`src/rtl/qdec_pkg.sv`:
```
// rtl/qdec_pkg.sv - shared types and constants for the qdec bitstream fetch front-end
package qdec_pkg;

  // One byte FIFO entry: payload byte plus end-of-NAL marker
  typedef struct packed {
    logic       last;
    logic [7:0] data;
  } t_bs_entry_s;

  // Emulation-prevention byte value and the zero run that must precede it
  localparam logic [7:0] QDEC_EPB_BYTE     = 8'h03;
  localparam int         QDEC_EPB_ZERO_RUN = 2;

  // Zero-run counter increment, saturating at the EPB trigger length
  function automatic logic [1:0] qdec_zr_inc(input logic [1:0] zr);
    if (zr >= 2'(QDEC_EPB_ZERO_RUN)) begin
      return 2'(QDEC_EPB_ZERO_RUN);
    end
    return zr + 2'd1;
  endfunction

endpackage

```
`src/rtl/qdec_bs_epb_filter.sv`:
```
// rtl/qdec_bs_epb_filter.sv - per-word EPB removal and byte compaction (EPB removal enabled by QDEC_BS_EPB_EN)
module qdec_bs_epb_filter
  import qdec_pkg::*;
#(
  parameter  int IN_BYTES = 4,
  localparam int CNT_W    = $clog2(IN_BYTES + 1)
) (
`ifdef QDEC_BS_EPB_EN
  input  logic                          clk,
  input  logic                          rst_n,
  input  logic                          accept_i,
  input  logic                          flush_i,
  output logic [CNT_W-1:0]              drop_cnt_o,
`endif
  input  logic [8*IN_BYTES-1:0]         in_data_i,
  input  logic [IN_BYTES-1:0]           in_keep_i,
  input  logic                          in_last_i,
  output t_bs_entry_s [IN_BYTES-1:0]    entries_o,
  output logic [CNT_W-1:0]              count_o
);

  // keep mask extended by one cleared bit so the final kept byte is found without range checks
  logic [IN_BYTES:0] keep_ext;
  assign keep_ext = {1'b0, in_keep_i};

`ifdef QDEC_BS_EPB_EN
  logic [1:0] zero_run_q;
  logic [1:0] zero_run_d;

  // Walk kept bytes in stream order, drop EPBs and pack survivors from slot 0 upward
  always_comb begin
    logic [7:0] byte_v;
    logic       tail;
    logic       drop;
    logic [1:0] zr;
    int         cnt;
    int         drops;
    entries_o = '0;
    zr        = zero_run_q;
    cnt       = 0;
    drops     = 0;
    byte_v    = '0;
    tail      = 1'b0;
    drop      = 1'b0;
    for (int i = 0; i < IN_BYTES; i++) begin
      if (in_keep_i[i]) begin
        byte_v = in_data_i[8*i +: 8];
        tail   = in_last_i && !keep_ext[i+1];
        drop   = 1'b0;
        // The closing byte of a NAL is always delivered, even if it looks like an EPB
        if (byte_v == QDEC_EPB_BYTE && zr == 2'(QDEC_EPB_ZERO_RUN) && !tail) begin
          drop  = 1'b1;
          zr    = 2'd0;
          drops = drops + 1;
        end else if (byte_v == 8'h00) begin
          zr = qdec_zr_inc(zr);
        end else begin
          zr = 2'd0;
        end
        if (!drop) begin
          for (int j = 0; j < IN_BYTES; j++) begin
            if (j == cnt) begin
              entries_o[j] = '{last: tail, data: byte_v};
            end
          end
          cnt = cnt + 1;
        end
      end
    end
    // A new NAL never inherits a zero run from the previous one
    zero_run_d = in_last_i ? 2'd0 : zr;
    count_o    = CNT_W'(cnt);
    drop_cnt_o = CNT_W'(drops);
  end

  // Zero-run state advances only on accepted words; flush returns it to idle
  always_ff @(posedge clk or negedge rst_n) begin
    if (!rst_n) begin
      zero_run_q <= 2'd0;
    end else if (flush_i) begin
      zero_run_q <= 2'd0;
    end else if (accept_i) begin
      zero_run_q <= zero_run_d;
    end
  end
`else
  // Pass-through: every kept byte survives, only the NAL tail marker is added
  always_comb begin
    int cnt;
    entries_o = '0;
    cnt       = 0;
    for (int i = 0; i < IN_BYTES; i++) begin
      if (in_keep_i[i]) begin
        entries_o[i] = '{last: in_last_i && !keep_ext[i+1], data: in_data_i[8*i +: 8]};
        cnt          = cnt + 1;
      end
    end
    count_o = CNT_W'(cnt);
  end
`endif

endmodule

```
`src/rtl/qdec_bs_fetch.sv`:
```
// rtl/qdec_bs_fetch.sv - bitstream fetch front-end: word input, byte FIFO, byte output (EPB removal with QDEC_BS_EPB_EN)
module qdec_bs_fetch
  import qdec_pkg::*;
#(
  parameter int IN_BYTES   = 4,
  parameter int FIFO_DEPTH = 16
) (
  input  logic                              clk,
  input  logic                              rst_n,
  input  logic [8*IN_BYTES-1:0]             in_data,
  input  logic [IN_BYTES-1:0]               in_keep,
  input  logic                              in_last,
  input  logic                              in_vld,
  output logic                              in_rdy,
  input  logic                              flush,
  output logic [7:0]                        bitstreamFetch,
  output logic                              bitstreamFetch_last,
  output logic                              bitstreamFetch_vld,
  input  logic                              bitstreamFetch_rdy,
  output logic [$clog2(FIFO_DEPTH+1)-1:0]   fifo_level,
  output logic [15:0]                       epb_cnt
);

  localparam int PTR_W = $clog2(FIFO_DEPTH);
  localparam int LVL_W = $clog2(FIFO_DEPTH + 1);
  localparam int CNT_W = $clog2(IN_BYTES + 1);

  t_bs_entry_s                 mem_q [FIFO_DEPTH];
  logic [PTR_W-1:0]            wr_ptr_q, wr_ptr_d;
  logic [PTR_W-1:0]            rd_ptr_q, rd_ptr_d;
  logic [LVL_W-1:0]            level_q,  level_d;
  logic                        ready_en_q;
  logic [15:0]                 epb_cnt_q, epb_cnt_d;

  t_bs_entry_s [IN_BYTES-1:0]  push_ent;
  logic [CNT_W-1:0]            push_cnt;
  logic [LVL_W-1:0]            space;
  logic                        accept;
  logic                        pop;
  t_bs_entry_s                 head;

  // Worst-case space check from the registered level; flush blocks input for its cycle
  assign space  = LVL_W'(FIFO_DEPTH) - level_q;
  assign in_rdy = ready_en_q && !flush && (space >= LVL_W'(IN_BYTES));
  assign accept = in_vld && in_rdy;

  assign bitstreamFetch_vld = (level_q != '0);
  assign pop                = bitstreamFetch_vld && bitstreamFetch_rdy && !flush;
  assign head               = mem_q[rd_ptr_q];

  // Show-ahead head entry; an empty FIFO presents zeros rather than stale storage
  assign bitstreamFetch      = bitstreamFetch_vld ? head.data : 8'h00;
  assign bitstreamFetch_last = bitstreamFetch_vld ? head.last : 1'b0;
  assign fifo_level          = level_q;

`ifdef QDEC_BS_EPB_EN
  logic [CNT_W-1:0] drop_cnt;
  logic [16:0]      epb_sum;

  qdec_bs_epb_filter #(
    .IN_BYTES   (IN_BYTES)
  ) u_filter (
    .clk        (clk),
    .rst_n      (rst_n),
    .accept_i   (accept),
    .flush_i    (flush),
    .drop_cnt_o (drop_cnt),
    .in_data_i  (in_data),
    .in_keep_i  (in_keep),
    .in_last_i  (in_last),
    .entries_o  (push_ent),
    .count_o    (push_cnt)
  );

  // Removed-EPB counter accumulates per accepted word and pins at all-ones
  always_comb begin
    epb_sum   = {1'b0, epb_cnt_q} + 17'(drop_cnt);
    epb_cnt_d = epb_cnt_q;
    if (flush) begin
      epb_cnt_d = '0;
    end else if (accept) begin
      epb_cnt_d = epb_sum[16] ? 16'hFFFF : epb_sum[15:0];
    end
  end
  assign epb_cnt = epb_cnt_q;
`else
  qdec_bs_epb_filter #(
    .IN_BYTES   (IN_BYTES)
  ) u_filter (
    .in_data_i  (in_data),
    .in_keep_i  (in_keep),
    .in_last_i  (in_last),
    .entries_o  (push_ent),
    .count_o    (push_cnt)
  );

  assign epb_cnt_d = '0;
  assign epb_cnt   = 16'h0000;
`endif

  // Pointer and level next-state; flush wins over any push or pop in the same cycle
  always_comb begin
    wr_ptr_d = wr_ptr_q;
    rd_ptr_d = rd_ptr_q;
    level_d  = level_q;
    if (flush) begin
      wr_ptr_d = '0;
      rd_ptr_d = '0;
      level_d  = '0;
    end else begin
      if (accept) begin
        wr_ptr_d = wr_ptr_q + PTR_W'(push_cnt);
      end
      if (pop) begin
        rd_ptr_d = rd_ptr_q + PTR_W'(1);
      end
      level_d = level_q + (accept ? LVL_W'(push_cnt) : LVL_W'(0)) - (pop ? LVL_W'(1) : LVL_W'(0));
    end
  end

  // Control registers; ready_en holds input off until the first edge after reset release
  always_ff @(posedge clk or negedge rst_n) begin
    if (!rst_n) begin
      wr_ptr_q   <= '0;
      rd_ptr_q   <= '0;
      level_q    <= '0;
      epb_cnt_q  <= '0;
      ready_en_q <= 1'b0;
    end else begin
      wr_ptr_q   <= wr_ptr_d;
      rd_ptr_q   <= rd_ptr_d;
      level_q    <= level_d;
      epb_cnt_q  <= epb_cnt_d;
      ready_en_q <= 1'b1;
    end
  end

  // Byte storage: surviving entries land at consecutive slots from the write pointer
  always_ff @(posedge clk) begin
    if (accept) begin
      for (int j = 0; j < IN_BYTES; j++) begin
        if (CNT_W'(j) < push_cnt) begin
          mem_q[wr_ptr_q + PTR_W'(j)] <= push_ent[j];
        end
      end
    end
  end

endmodule

```
`config.mk`:
```
export PLATFORM = sky130hd
export DESIGN_NAME = qdec_bs_fetch
export DESIGN_NICKNAME = d
export VERILOG_FILES = /design/src/rtl/qdec_pkg.sv /design/src/rtl/qdec_bs_epb_filter.sv /design/src/rtl/qdec_bs_fetch.sv
export SDC_FILE = /design/constraint.sdc
export NUM_CORES = 1
export LEC_CHECK = 0
export CAP_MARGIN = 15
export CORE_MARGIN = 1.5
export CORE_UTILIZATION = 49
export CTS_BUF_LIST = sky130_fd_sc_hd__clkbuf_8
export DETAILED_ROUTE_END_ITERATION = 8
export HOLD_SLACK_MARGIN = 0.06
export PLACE_DENSITY_LB_ADDON = 0.1
export SKIP_CTS_REPAIR_TIMING = 1
export SYNTH_ARGS = -nofsm -noshare
export SYNTH_HDL_FRONTEND = slang
export SYNTH_SLANG_ARGS = --single-unit
```
`constraint.sdc`:
```
create_clock -name clk -period 5.04 [get_ports clk]
set_input_delay 0.504 -clock clk [delete_from_list [all_inputs] [get_ports clk]]
set_output_delay 0.504 -clock clk [all_outputs]
set_load 0.01 [all_outputs]
```
==> results.py <==
metrics = {
    "final_layout": {
        "multiInputGateArea_sq_um": 6740,
        "final_common_cell": "edfxtp_1",
        "design_area_sq_um": 13200,
        "area_growth_pct": 7.16,
        "fin_nets": 1289,
        "final_layout_size_suffix_gt1_frac": 0.126,
        "layout_common_cells": "144 x edfxtp_1, 133 x a21oi_1, 92 x nand2_1",
        "nFillCells": 2165,
        "seq_area_sq_um": 4680,
    },
    "critical_path": {
        "cp_top_family": "simple AND/OR/NAND/NOR gates",
        "crit_start": "fifo_level[3]",
        "worst_ep_required_time_ns": 5.15,
        "r2r-start": "fifo_level[3]",
        "end_kind": "flip-flop",
        "max_stage_delay_ns": 0.88,
        "worstSetupStartpointType": "flip-flop",
        "worstPathArrival_ns": 4.30,
        "critPathKind": "flip-flop to flip-flop",
        "crit_path_top_delay_cell": "nor3_1",
        "crit_path_cell_trace": "nor4_1, ha_1, o21ai_1, o311ai_0, nor3_1, nand2_1, nand4b_1",
        "worst-path-buf-inv": 0,
        "path_max_fanout": 11,
    },
    "logic_synthesis": {
        "yosys_warnings": 0,
        "synth.avg_cell_area_sq_um": 9.61,
        "synth_ff_type": "edfxtp_1",
        "yosysUniqueCellTypes": 72,
        "syn-cell-area_sq_um": 12300,
        "ys_seq_area_frac": 0.381,
        "ys_top_cells_by_area": "edfxtp_1 35%, mux4_2 8.3%, a21oi_1 5.4%",
        "synth_edf_count": 144,
        "async_flop_share": 0.0886,
        "yosys.area.top_type": "edfxtp_1",
        "syn_inst": 1278,
        "synth-seq-cells": 158,
        "synth_top_cell_area_share": 0.352,
    },
    "timing": {
        "rsz0062_at_grt": "no",
        "slew_headroom": 0.158,
        "hold_ws_ns": 0.415,
        "fin_skew_ns": 0.0173,
        "period_needed_ns": 4.19,
        "setup-tns-final_ns": 0,
        "hold_viol": 0,
        "worst_pin_slew_ns": 1.26,
        "drv_slew": 0,
        "fin_ws_ns": 0.854,
        "max_freq_mhz": 239,
        "setup_viol": 0,
        "min_period_over_period": 0.830,
    },
    "die": {
        "dieArea_sq_um": 26000,
        "rows": 57,
        "initial_utilization": 0.502,
        "placeableCoreArea_sq_um": 24500,
        "die_height_microns": 161,
        "dieWidth_microns": 161,
        "boundaryPins": 74,
    },
    "global_route": {
        "antenna_found_initial": 3,
        "grt_pass1_wl_microns": 73500,
        "grt_max_degree": 40,
        "grt_pass1_vias": 10800,
        "grtUsageTotal": 0.395,
        "grt-ovfl-total": 0,
    },
    "clock_tree": {
        "tritoncts": "built",
        "ctsLongestPathBuffers": 2,
        "clk_latency_ns": 0.47,
        "htree_levels": 4,
        "cts_buffers": 17,
        "root_buffer": "clkbuf_8",
        "cts_sinks": 158,
        "clk_pin_slew_ns": 0.10,
    },
    "power_and_ir_drop": {
        "p_leak_nw": 4.52,
        "peakVddDrop_uv": 385,
        "p_per_area_nw_per_um2": 330,
    },
    "placement": {
        "globalplace.congestion": 1.04,
        "dp_hpwl_microns": 34100,
        "dp_worst_setup_slack_ns": 0.336,
        "dpl_cell_area_sq_um": 12700,
        "io_buffers": 57,
    },
    "routing": {
        "drcViolationCount": 0,
        "finalWirelength_microns": 51300,
        "wl_per_cell_microns": 32.7,
        "via_per_inst": 7.51,
        "num_vias": 11800,
        "drtIter0Drc": 2259,
        "dr.pass1.iters": 9,
        "ant_nets": 0,
    },
    "worst_hold_path": {
        "hold_path.class": "input port to async pin",
    },
    "job": {
        "max_cap_violations": 0,
    },
    "status": {
        "run_status": "completed",
    },
}
[per-stage QoR]
| stage | cells | power, mW | utilization |
|---|---|---|---|
| 2_1_floorplan | 1293 | 2.69 | - |
| 3_3_place_gp | 1532 | 3.30 | 0.521 |
| 3_5_place_dp | 1532 | 3.31 | 0.521 |
| 4_1_cts | 1564 | 4.28 | 0.537 |
| 5_1_grt | 1565 | 4.46 | 0.538 |
| 6_report | 1568 | 4.34 | 0.538 |
[kinds of logic (layout without fill, tap and decap cells)]
logic type               after synthesis  after routing  synth area share
AO/OA/AOI/OAI                        440            440             0.240
AND/OR/NAND/NOR                      353            353             0.147
buffers and inverters                199            147            0.0784
flip-flops                           158            158             0.381
multiplexers                          90             90             0.119
adder cells (fa/ha/maj)               19             19            0.0206
XOR/XNOR                              17             17            0.0137
other                                  2             20          0.000612
[synthesized netlist by cell type (10+ instances only)]
cell type / n
nand3_1: 23
mux4_2: 45
nor2b_1: 11
a211oi_1: 40
buf_1: 16
nor2_1: 76
nor3_1: 21
mux2i_1: 45
o21ai_0: 43
a221oi_1: 54
clkbuf_1: 74
nand2_1: 92
or3_1: 25
edfxtp_1: 144
and2_1: 61
a21oi_1: 133
ha_1: 17
dfrtp_1: 14
buf_2: 55
o22ai_1: 86
xor2_1: 10
inv_1: 20
a31oi_1: 27
buf_4: 27
[report_power, final]
part | total [mW] | leakage [nW] | switching, mW | internal [mW]
Sequential | 1.58 | 1.50 | 0.0900 | 1.49
Combinational | 1.76 | 2.83 | 1.05 | 0.702
Clock | 1.00 | 0.185 | 0.556 | 0.447
Total | 4.34 | 4.52 | 1.70 | 2.64
[final cells by class]
| cell class | instances | area share |
|---|---|---|
| multi-input combinational | 936 | 0.513 |
| sequential | 158 | 0.355 |
| timing repair buffer | 94 | 0.0643 |
| tap | 324 | 0.0308 |
| clock buffer | 17 | 0.0178 |
| clock inverter | 15 | 0.0125 |
| inverter | 21 | 0.00618 |
| antenna | 3 | 0.000571 |
[registers in the layout, summed over array words and instances (netlist names)]
signal	cells
fifo_level	5
mem_q	144
rd_ptr_q	4
ready_en_q	1
wr_ptr_q	4
[path summary, 6_finish.rpt]
path | endpoint | slack, ns | depth (start not counted)
setup / recovery | mem_q[8][0] | 0.85 | 7
hold / removal | fifo_level[3] | 0.41 | 1
setup reg to reg | mem_q[8][0] | 0.85 | 7
hold reg to reg | fifo_level[4] | 0.67 | 3
max in group asynchronous | rd_ptr_q[0] | 4.18 | 1
min in group clk | fifo_level[4] | 0.67 | 3
[worst reg2reg max path: stages (launching register included)]
cell	delay, ns
dfrtp_1	0.46
nor4_1	0.48
ha_1	0.33
o21ai_1	0.57
o311ai_0	0.44
nor3_1	0.88
nand2_1	0.23
nand4b_1	0.43
[layer usage]
layer / vias up / GRT usage / part of all wire
met5: - / 0.0208 / 0.0016
met2: 1188 / 0.544 / 0.40
met3: 282 / 0.152 / 0.17
met1: 5497 / 0.534 / 0.36
met4: 2 / 0.206 / 0.065
li1: 4800 / - / -
Power figures use the tool's default switching activity.
